==> config.mk <==
export PLATFORM = sky130hd
export DESIGN_NAME = bht_counter_mem
export DESIGN_NICKNAME = d
export VERILOG_FILES = /design/src/rtl/bht_counter_mem.sv
export SDC_FILE = /design/constraint.sdc
export NUM_CORES = 1
export LEC_CHECK = 0
export ABC_AREA = 0
export CORE_AREA = 10 10 102 104
export DETAILED_ROUTE_END_ITERATION = 8
export DIE_AREA = 0 0 112 114
export SLEW_MARGIN = 20
export SYNTH_ARGS = -nofsm -noshare
export SYNTH_HDL_FRONTEND = slang
export SYNTH_SLANG_ARGS = --single-unit
==> constraint.sdc <==
create_clock -name clk_i -period 2.41 [get_ports clk_i]
set_clock_uncertainty 0.15 [all_clocks]
set_input_delay 0.482 -clock clk_i [delete_from_list [all_inputs] [get_ports clk_i]]
set_output_delay 0.482 -clock clk_i [all_outputs]
set_load 0.1 [all_outputs]
==> src/rtl/bht_counter_mem.sv <==
// Branch history table counter storage: a self-clearing row memory of 2-bit
// saturating counters with a hold-last-read port, a handshaked write port and a prediction bit.
module bht_counter_mem #(
   parameter int          els_p      = 16,
   parameter int          row_els_p  = 2,
   parameter logic [1:0]  init_val_p = 2'b01,
   localparam int addr_w_lp   = $clog2(els_p),
   localparam int cnt_w_lp    = $clog2(els_p + 1),
   localparam int offset_w_lp = (row_els_p > 1) ? $clog2(row_els_p) : 1,
   localparam int row_w_lp    = 2 * row_els_p
) (
   input  logic                   clk_i,
   input  logic                   reset_i,
   output logic                   init_done_o,
   input  logic                   w_v_i,
   input  logic [addr_w_lp-1:0]   w_addr_i,
   input  logic [row_w_lp-1:0]    w_data_i,
   output logic                   w_yumi_o,
   input  logic                   r_v_i,
   input  logic [addr_w_lp-1:0]   r_addr_i,
   input  logic [offset_w_lp-1:0] r_offset_i,
   output logic [row_w_lp-1:0]    r_data_o,
   output logic                   pred_o
);

   typedef enum logic [1:0] {
      ST_RESET = 2'd0,
      ST_CLEAR = 2'd1,
      ST_RUN   = 2'd2
   } state_e;

   localparam logic [row_w_lp-1:0] init_row_lp = {row_els_p{init_val_p}};

   state_e                  state_r;
   state_e                  state_nxt_s;
   logic [cnt_w_lp-1:0]     init_cnt_r;
   logic [row_w_lp-1:0]     mem_r [els_p];
   logic [row_w_lp-1:0]     r_data_r;
   logic [offset_w_lp-1:0]  offset_r;
   logic                    collision_s;
   logic                    w_yumi_s;
   logic                    mem_we_s;
   logic [addr_w_lp-1:0]    mem_waddr_s;
   logic [row_w_lp-1:0]     mem_wdata_s;
   logic                    pred_s;

   // State register
   always_ff @(posedge clk_i or negedge reset_i) begin
      if (!reset_i) begin
         state_r <= ST_RESET;
      end else begin
         state_r <= state_nxt_s;
      end
   end

   // Next-state logic: one pass of CLEAR over every row, then RUN forever
   always_comb begin
      state_nxt_s = state_r;
      case (state_r)
         ST_RESET: state_nxt_s = ST_CLEAR;
         ST_CLEAR: begin
            if (init_cnt_r == cnt_w_lp'(els_p - 1)) begin
               state_nxt_s = ST_RUN;
            end else begin
               state_nxt_s = ST_CLEAR;
            end
         end
         ST_RUN:   state_nxt_s = ST_RUN;
         default:  state_nxt_s = ST_RESET;
      endcase
   end

   // Init counter walks the rows during CLEAR and saturates instead of wrapping
   always_ff @(posedge clk_i or negedge reset_i) begin
      if (!reset_i) begin
         init_cnt_r <= '0;
      end else if ((state_r == ST_CLEAR) && (init_cnt_r != cnt_w_lp'(els_p))) begin
         init_cnt_r <= init_cnt_r + cnt_w_lp'(1);
      end else begin
         init_cnt_r <= init_cnt_r;
      end
   end

   // Write port arbitration: clear writes always win, and a same-row read blocks a user write
   always_comb begin
      collision_s = r_v_i & w_v_i & (r_addr_i == w_addr_i);
      w_yumi_s    = (state_r == ST_RUN) & w_v_i & ~collision_s;
      mem_we_s    = 1'b0;
      mem_waddr_s = w_addr_i;
      mem_wdata_s = w_data_i;
      if (state_r == ST_CLEAR) begin
         mem_we_s    = 1'b1;
         mem_waddr_s = init_cnt_r[addr_w_lp-1:0];
         mem_wdata_s = init_row_lp;
      end else if (w_yumi_s) begin
         mem_we_s    = 1'b1;
         mem_waddr_s = w_addr_i;
         mem_wdata_s = w_data_i;
      end else begin
         mem_we_s    = 1'b0;
      end
   end

   // Counter storage; contents are rebuilt by CLEAR rather than reset
   always_ff @(posedge clk_i) begin
      if (mem_we_s) begin
         mem_r[mem_waddr_s] <= mem_wdata_s;
      end
   end

   // Read data register holds the last read row while r_v_i is low
   always_ff @(posedge clk_i or negedge reset_i) begin
      if (!reset_i) begin
         r_data_r <= '0;
      end else if (r_v_i) begin
         r_data_r <= mem_r[r_addr_i];
      end else begin
         r_data_r <= r_data_r;
      end
   end

   // Offset is captured every edge so it lines up with r_data_r
   always_ff @(posedge clk_i or negedge reset_i) begin
      if (!reset_i) begin
         offset_r <= '0;
      end else begin
         offset_r <= r_offset_i;
      end
   end

   // Prediction is the direction (upper) bit of the selected counter
   generate
      if (row_els_p == 1) begin : g_pred_single
         assign pred_s = r_data_r[1];
      end else begin : g_pred_multi
         always_comb begin
            pred_s = r_data_r[{offset_r, 1'b1}];
         end
      end
   endgenerate

   assign init_done_o = (state_r == ST_RUN);
   assign w_yumi_o    = w_yumi_s;
   assign r_data_o    = r_data_r;
   assign pred_o      = pred_s;

endmodule

# ---- Yosys cells after proc, flatten, opt, wreduce, memory -nomap -nowiden
# Memory sizes are Yosys's and may differ from the RTL's. A register that Yosys moved wholly into a read port is not among the register bits.
# Cells that the tools add are included.
dict set report op_classes {
  n_addsub 1
  mul 0
  div 0
  n_lt_le_gt_ge 1
  n_eq_ne 5
  shift 0
  n_mux 10
  bitwise 5
  n_reduce_logical 3
}
# cell count
set ops {}
lappend ops {{two-way mux 4 bit} 2}
lappend ops {{two-way mux 1 bit} 6}
lappend ops {{case mux 2 bit (3 select lines)} 1}
lappend ops {{adder 5 x 1 -> 5 bit, second input constant} 1}
lappend ops {{== test 5 x 4 -> 1 bit, second input constant} 1}
lappend ops {{!= test 5 bit, second input constant} 1}
lappend ops {{bitwise AND 1 bit} 4}
lappend ops {{== test 4 bit} 1}
lappend ops {{< comparator 2 x 3 -> 1 bit, second input constant} 1}
lappend ops {{== test 2 x 1 -> 1 bit, second input constant} 1}
lappend ops {{== test 2 bit, second input constant} 1}
lappend ops {{zero test 2 bit} 1}
lappend ops {{two-way mux 2 bit} 1}
lappend ops {{logical AND 1 bit} 1}
lappend ops {{zero test 1 bit} 1}
lappend ops {{inverter 1 bit} 1}
dict set report word_totals {
  register_bits 8
  latch_bits 0
  ram_bits 64
  rom_bits 0
  inputBits 17
  out_inout_bits 7
  mem_count 1
}
# memory words width read_ports rd_clocked_by_memory_dff wr line_no
set mem_list {}
lappend mem_list {mem_r 16 4 1 1 1 37} ;# logic [row_w_lp-1:0] mem_r [els_p];

# ---- Longest topological paths before layout
dict set report logic_depth {
  word_depth 8
  mapped_depth 6
  ltp_nobuf 6
}

# ---- Least setup slack after synthesis
# OpenSTA, ideal clock, no wires.
dict set report synth_timing {
  path_type {input-to-output}
  from {input port r_addr_i[1]}
  to {output port w_yumi_o}
  arrival_time_ps 2437
  t_required_ps 1778
  setup_slack_ps -659
  stages 6
  cell_sequence {buf_2 -> buf_2 -> xnor2_1 -> nand2_1 -> nor2_1 -> nor2_1}
}
dict set report synth_between {
  elab_chain_len 4
}
# item line_no
set synth_rtl {}
lappend synth_rtl {{from (decl)} 20} ;# input logic [addr_w_lp-1:0] r_addr_i,
lappend synth_rtl {{== test 4 bit} 86} ;# collision_s = r_v_i & w_v_i & (r_addr_i == w_addr_i);
lappend synth_rtl {{bitwise AND 1 bit} 86}
lappend synth_rtl {{inverter 1 bit} 87} ;# w_yumi_s = (state_r == ST_RUN) & w_v_i & ~collision_s;
lappend synth_rtl {{bitwise AND 1 bit} 87}
lappend synth_rtl {{to (decl)} 18} ;# output logic w_yumi_o,
# No other way between the ends.

# ---- Worst setup path after layout
dict set report layout_timing {
  from {input port r_addr_i[2]}
  to {output port w_yumi_o}
}
# Same word-level chain as after synthesis.

==> impl_metrics.ini <==
[setup_path]
cp-end-kind = output pin
required_ns = 1.78
critPathArrivalTime_ns = 1.76
cp_max_fo = 5
crit_type = input port to output pin
start_kind = input port
r2r_slack_ns = 0.37

[grt]
track_usage = 0.116
antenna_found_initial = 0
grt_pass1_vias = 1876
grt_overflow = 0
grt_max_degree = 17
grt_pass1_wl_mm = 11.2

[sta]
hold_viol = 0
layout_min_cycle_time_ns = 2.39
period_share = 0.993
fmax_ghz = 0.418
holdWs_ns = 0.369
setup_viol = 0
drv_slew = 0
slew_headroom = 0.566
worst_slew_pin_slew_ns = 0.650

[yosys]
synth_edf_count = 64
synthTopCellsByCount = edfxtp_1, a21oi_1, mux4_2
yosysMostFrequentCell = edfxtp_1
postSynthRegisterBits = 76
syn_avg_cell_area_sq_um = 17.1
synthDistinctLibCells = 33
synthFlopType = edfxtp_1
netlist.top_cell.by_area = edfxtp_1
async_flop_share = 0.158
synth.yosys.warnings = 0
synth_fp_nets = 212
synth_cells = 192
seq_area_frac_synth = 0.678
synth_area_sq_um = 3280
synth_top_cell_area_share = 0.586
synthTopCellsByArea = edfxtp_1, dfrtp_1, mux4_2

[clock_network]
ctsLongestPathBuffers = 2
path_clk_slew_ns = 0.08
htreeDepth = 3
cts.sinks = 76
clk_root_buffer_cell = clkbuf_8
cts-buffers-inserted = 9
cts_tree = yes
insertion_delay_ns = 0.34

[floorplanning]
rows = 34
core-area_sq_um = 8470
fp.dieH_um = 114
die_area_sq_um = 12800
io_pins = 24
die_w_um = 112
start_util = 0.387

[place]
dp.final_hpwl_mm = 5.02
place_area_sq_um = 3910
numPortBuffers = 23
post-place-cells = 351
gp_congestion = 0.775

[layout]
instances_no_fill = 372
fin_area_sq_um = 4200
diodes = 0
syn_to_final_growth_pct = 28.0
final_util = 0.496
fin_nets = 279
drive_gt1_frac = 0.333

[run_status]
status = finished, final reports clean

[drt]
wire_per_inst_um = 19.4
drc = 0
first_pass_iters = 4
vias = 1865
routed_wl_mm = 7.21
drt_iter0_drc = 116
routed_via_density = 5.01
ant_nets = 0

[flow_run]
cap_violations = 0

[power]
power_density_nw_per_um2 = 681
irDropWorstVdd_uv = 270
power_leakage_nw = 1.53
p_total_mw = 2.86

[min_path]
holdCritPathClass = flop to flop
==> area by class of cell <==
cell class,count,area (sq um)
repair buffers,64,582
fillers,706,4270
inverters,4,15.0
flip-flops and latches,76,2220
well taps,108,135
clock inverters,6,88.8
multi-input cells,104,1020
clock buffers,10,128
==> power by group <==
part           switching [mW]  total (mW)  internal (mW)
clock                   0.458        1.04          0.583
combinational           0.222       0.363          0.141
sequential            0.00983        1.45           1.44
total                   0.690        2.86           2.17
==> cell families after synthesis <==
family,after synthesis,share of synthesized area
adders and majority gates,3,0.0115
xor gates and xnor gates,7,0.0187
and+or+nand+nor,33,0.0546
buffers and inverters,12,0.0233
DFF,76,0.678
AOI/OAI and AO/OA,28,0.0458
muxes,33,0.168
==> worst max-delay path: stages <==
cell and delay, ns:
clkdlybuf4s50_1 0.44, buf_12 0.16, xnor2_2 0.16, nand3_2 0.14
nor2_4 0.15, nor2_4 0.05, buf_12 0.17
==> metal layers <==
layer	vias up	GRT usage	part of all wire
li1	891	-	-
met1	928	0.157	0.45
met2	40	0.173	0.48
met3	6	0.0273	0.056
met4	0	0.0533	0.010
met5	-	0	0
==> through the flow <==
step | setup TNS, ns | setup WS, ns
after global routing | -0.0192 | -0.0192
after floorplan | 0 | 0.00811
final | 0 | 0.0173
after global placement | -5.75 | -0.183
after CTS | 0 | 0.0100
after detailed placement | -4.71 | -0.175
==> state kept, by name, indices dropped and copies added (netlist names) <==
signal,flops
mem_r,64
init_cnt_r,5
r_data_o,4
state_r,2
offset_r,1
==> worst paths after layout <==
path | endpoint | cells past startpoint | from
worst max-delay path | w_yumi_o | 7 | r_addr_i[2]
worst min-delay path | state_r[0] | 1 | state_r[1]
worst max register to register | mem_r[8][0] | 6 | state_r[0]
worst min register to register | state_r[0] | 1 | state_r[1]
max in group asynchronous | r_data_o[2] | 1 | reset_i
min in group asynchronous | state_r[0] | 1 | reset_i
==> what timing repair did <==
item                       4_1_cts  5_1_grt
gates resized for setup          3        5
hold buffers                     0        0
setup endpoints to repair        1        1
setup buffers                    4        1
pin swaps                        2        1
==> layout by cell type, fill, tap and decap left out, drive strengths merged, types with 3 or more instances in the layout <==
master         synthesis  final
o21ai                  5      5
nor2                   5      5
edfxtp                64     64
mux2                   5      5
buf                    6     48
mux2i                 12     12
clkdlybuf4s50          0     15
a31oi                  4      4
nand2b                 3      3
a21oi                 17     17
inv                    4      4
xnor2                  7      7
nor3                   5      5
nand2                  6      6
dfrtp                 12     12
ha                     3      3
clkbuf                 2     10
mux4                  16     16
(Power assumes the default switching activity.)
